**config.mk**
```make
export PLATFORM = sky130hd
export DESIGN_NAME = seg_display_arbiter
export DESIGN_NICKNAME = d
export VERILOG_FILES = /design/src/rtl/seg_display_arbiter.sv
export SDC_FILE = /design/constraint.sdc
export NUM_CORES = 1
export LEC_CHECK = 0
export BUFFER_PORTS_ARGS = -buffer_cell sky130_fd_sc_hd__clkbuf_2
export CAP_MARGIN = 25
export CORE_MARGIN = 5
export CORE_UTILIZATION = 35
export CTS_BUF_LIST = sky130_fd_sc_hd__clkbuf_8
export DETAILED_ROUTE_END_ITERATION = 12
export PLACE_DENSITY_LB_ADDON = 0.1
export SLEW_MARGIN = 0
export SYNTH_ARGS = -nofsm -noshare
export SYNTH_HDL_FRONTEND = slang
export SYNTH_SLANG_ARGS = --single-unit
```
**constraint.sdc**
```tcl
create_clock -name clk -period 5.48 [get_ports clk]
set_clock_uncertainty 0.1 [all_clocks]
set_input_delay 0.822 -clock clk [delete_from_list [all_inputs] [get_ports clk]]
set_output_delay 0.822 -clock clk [all_outputs]
set_load 0.02 [all_outputs]
```
**src/rtl/seg_display_arbiter.sv**
```systemverilog
// rtl/seg_display_arbiter.sv - round-robin arbiter granting a 4-digit display to two requesters with a minimum dwell
module seg_display_arbiter #(
  parameter int DWELL = 50_000_000
) (
  input  logic        clk,
  input  logic        reset,
  input  logic        req0,
  input  logic [15:0] data0,
  output logic        ack0,
  input  logic        req1,
  input  logic [15:0] data1,
  output logic        ack1,
  output logic [3:0]  in0,
  output logic [3:0]  in1,
  output logic [3:0]  in2,
  output logic [3:0]  in3,
  output logic        owner,
  output logic        busy
);

  localparam logic [1:0] IDLE  = 2'd0;
  localparam logic [1:0] SHOW0 = 2'd1;
  localparam logic [1:0] SHOW1 = 2'd2;

  // Terminal count of a dwell; the counter clears here, so it never wraps.
  localparam logic [26:0] LAST_COUNT = 27'(DWELL - 1);

  logic [1:0]  state;
  logic [26:0] count;
  logic        last_grant;
  logic [15:0] disp;

  logic        arb_window;
  logic        gnt_valid;
  logic        gnt_idx;

  // Arbitration is open in IDLE or on the last cycle of a dwell; ties go to the requester not served last.
  always_comb begin
    arb_window = (state == IDLE) || (count == LAST_COUNT);
    gnt_valid  = arb_window && (req0 || req1);
    gnt_idx    = (req0 && req1) ? ~last_grant : req1;
  end

  // State, dwell counter, latched display value and one-cycle acks.
  always_ff @(posedge clk) begin
    if (reset) begin
      state      <= IDLE;
      count      <= '0;
      last_grant <= 1'b1;
      owner      <= 1'b0;
      busy       <= 1'b0;
      ack0       <= 1'b0;
      ack1       <= 1'b0;
      disp       <= '0;
    end else begin
      ack0 <= 1'b0;
      ack1 <= 1'b0;
      if (gnt_valid) begin
        state      <= gnt_idx ? SHOW1 : SHOW0;
        ack0       <= ~gnt_idx;
        ack1       <= gnt_idx;
        disp       <= gnt_idx ? data1 : data0;
        owner      <= gnt_idx;
        last_grant <= gnt_idx;
        count      <= '0;
        busy       <= 1'b1;
      end else if (state != IDLE) begin
        if (count == LAST_COUNT) begin
          state <= IDLE;
          busy  <= 1'b0;
          count <= '0;
        end else begin
          count <= count + 27'd1;
        end
      end
    end
  end

  assign in3 = disp[15:12];
  assign in2 = disp[11:8];
  assign in1 = disp[7:4];
  assign in0 = disp[3:0];

endmodule

```
==> results.toml <==
[power]
power_density_mw_per_mm2 = 309
total_design_power_w = 0.000859
share_of_power_burned_in_registers = 0.466
leakage_nw = 1.09
p_int_w = 0.000637
clockPowerShare = 0.366
p_sw_w = 0.000222
peak_vdd_ir_mv = 0.139
netSwitchingFraction = 0.258
combinationalPowerShare = 0.168

[clock_tree]
clock_tree.root_cell = "sky130_fd_sc_hd__clkbuf_8"
clk-insertion-delay-late_ns = 0.30
post_cts.repair.setup_buffers = 0
cts_buffer_depth = 2
cts_sinks = 50
cts_resized = 0
cts_hold_repair.buffers = 0
cts_tree = "yes"
htreeDepth = 2
number_of_buffers_inserted_during_clock_tree_synthesis = 5
clk_transition_reported_paths_ns = 0.09

[timing]
timing.fmax_mhz = 323
timing.final.crit_share = 0.564
worst_slew_margin_rel = 0.459
drv_slew = 0
grt_setup_unrepaired = "no"
max_slew.worst_pin.slew_ns = 0.806
setup_viol_count_final = 0
timing.final.crit_period_ns = 3.09
hold_viol_final = 0
setup_tns_ns = 0

[global_route]
pin_count_of_the_biggest_net_entering_global_routing = 41
number_of_global_route_vias_before_repair = 1813
overflow = 0
grt_antenna_before_repair = 0
grt_util_all_layers = 0.131
global_route_wire_length_before_repair_mm = 9.03

[detailed_routing]
drt_iter0_drc = 84
post-route-drc-count = 0
vias = 1997
routed_wirelength_mm = 5.29
avgViaCountPerCell = 5.23
firstDrtPassIters = 4
routed_wire_length_per_instance_um = 13.8
ant_nets = 0

[floorplanning]
die_extent_in_y_um = 91.5
placeableCoreArea_mm2 = 0.00642
floorplan.die_area_mm2 = 0.00838
pin_count = 56
die-width_um = 91.5
floorplan.initialDensity = 0.362
row_count = 29

[critical_path]
worstPathArrival_ns = 3.16
worstReg2RegStart = "count[7]"
r2r_slack_ns = 2.39
setup.worst_path.end_class = "flop"
cp-startpoint = "count[7]"
worstSetupPathType = "reg -> reg"
required_ns = 5.54
crit_path_end = "count[22]"
worstPathMaxFanout = 40
timing.rr.end = "count[22]"
setup.worst_path.start_class = "flop"
timing.reg2reg.worst_path_depth = 6

[final_layout]
area_growth_syn_to_layout_pct = 19.5
final_net_count = 341
post_route_cells_drive_above_1_share = 0.246
most-common-layout-cells = "55 x sky130_fd_sc_hd__clkbuf_2, 50 x sky130_fd_sc_hd__dfxtp_1, 31 x sky130_fd_sc_hd__nor2_1"
area.sequential_mm2 = 0.00100
num-fill-cells = 639
multiInputGateArea_mm2 = 0.00124
antennaDiodeCount = 0
most_frequent_standard_cell_in_the_layout_excluding_fill_and_tap_cells = "sky130_fd_sc_hd__clkbuf_2"

[synthesis]
synthesized_flop_and_latch_total = 50
dominantRegCellSynth = "sky130_fd_sc_hd__dfxtp_1"
net_count_after_synthesis = 294
synth_area_mm2 = 0.00233
async_flop_share = 0
avgSynthCellArea_um2 = 9.06
synth-seq-area-share = 0.430
synth.lib_cells_used.distinct = 35
synth-edff-count = 0
netlist_instances = 257
synth.yosys.warnings = 0

[min_path]
min_path_type = "reg -> reg"

[placed_design]
final_weighted_congestion_in_routability_driven_placement = 0.734
place_hpwl_mm = 3.79
numPortBuffers = 55

[run]
maxCapViolations = 0

[run_status]
outcome = "complete, no violations"
==> power by group through the flow <==
stage	clock network, W	registers [W]	logic, W
CTS	0.000327	0.000400	0.000147
finish	0.000314	0.000400	0.000145
global route	0.000343	0.000405	0.000160
floorplan	0	0.000431	0.0000807
global placement	0	0.000409	0.000146
detailed placement	0	0.000409	0.000146
==> routing by layer <==
layer / vias up / track usage / routed length [µm] / part of all wire
met5: - / 0 / 0 / 0
met4: 0 / 0.0490 / 69 / 0.013
met3: 8 / 0.0347 / 260 / 0.049
met2: 44 / 0.205 / 2440 / 0.46
met1: 913 / 0.173 / 2520 / 0.48
li1: 1032 / - / - / -
==> logic make-up (layout without fill, tap and decap cells) <==
| kind of cell | Yosys count | in the layout | synth area share |
|---|---|---|---|
| simple gates | 96 | 96 | 0.207 |
| mux | 18 | 18 | 0.0780 |
| buf+inv | 19 | 67 | 0.0371 |
| xor+xnor | 23 | 23 | 0.0866 |
| flops | 50 | 50 | 0.430 |
| compound gates | 50 | 50 | 0.156 |
| fa+ha+maj | 1 | 1 | 0.00538 |
==> synthesized netlist by cell type (2+ instances only) <==
library cell,count,share of area
sky130_fd_sc_hd__dfxtp_1,50,0.43
sky130_fd_sc_hd__buf_2,3,0.0064
sky130_fd_sc_hd__nand4_1,11,0.030
sky130_fd_sc_hd__a311oi_1,16,0.060
sky130_fd_sc_hd__a21oi_1,22,0.047
sky130_fd_sc_hd__and3_1,8,0.022
sky130_fd_sc_hd__xnor2_1,7,0.026
sky130_fd_sc_hd__nor3_1,10,0.022
sky130_fd_sc_hd__buf_4,3,0.0097
sky130_fd_sc_hd__nor2_1,31,0.050
sky130_fd_sc_hd__clkbuf_1,10,0.016
sky130_fd_sc_hd__or4_4,2,0.0097
sky130_fd_sc_hd__inv_1,2,0.0032
sky130_fd_sc_hd__o21ai_0,2,0.0043
sky130_fd_sc_hd__or2_2,3,0.0081
sky130_fd_sc_hd__xor2_1,16,0.060
sky130_fd_sc_hd__o2111ai_1,3,0.011
sky130_fd_sc_hd__nor4_1,2,0.0054
sky130_fd_sc_hd__nand2_1,11,0.018
sky130_fd_sc_hd__nand3_1,14,0.030
sky130_fd_sc_hd__mux2i_1,17,0.073
==> flip-flops by register name (all words and copies together), names as in the netlist <==
| register | cells |
|---|---|
| count | 27 |
| last_grant | 1 |
| state | 2 |
| ack1 | 1 |
| owner | 1 |
| busy | 1 |
| ack0 | 1 |
| disp | 16 |
==> how the worst min path moves through the flow <==
stage,from,end,slack [ns],cells past startpoint
detailed placement,owner,owner,0.37,2
finish,owner,owner,0.39,2
global route,owner,owner,0.41,2
CTS,owner,owner,0.39,2
floorplan,count[1],count[1],0.36,2
global placement,owner,owner,0.36,2
==> area by class of cell <==
cell class	instances	share of cell area
inverter	2	0.00270
sequential	50	0.360
multi-input combinational	188	0.447
clock inverter	2	0.0216
tap	77	0.0346
clock buffer	6	0.0297
timing repair buffer	57	0.104
==> critical path, stage by stage, from the launching register on <==
cell and delay [ns]:
sky130_fd_sc_hd__dfxtp_1 0.36, sky130_fd_sc_hd__or4b_1 0.52, sky130_fd_sc_hd__or4_4 0.55, sky130_fd_sc_hd__o31ai_4 0.24, sky130_fd_sc_hd__buf_4 0.38, sky130_fd_sc_hd__a21o_1 0.68
sky130_fd_sc_hd__nor2_1 0.11
==> metrics by stage <==
stage,cells,setup slack (ns),hold slack [ns],utilization,instance area (µm²)
6_report,382,2.39,0.386,0.433,2780
5_1_grt,382,2.15,0.412,0.433,2780
4_1_cts,382,2.34,0.387,0.433,2780
3_5_place_dp,374,2.35,0.374,0.411,2640
3_3_place_gp,374,2.38,0.361,0.411,2640
2_1_floorplan,257,3.06,0.361,-,2330
No activity file was read; power rests on OpenSTA's default activity.
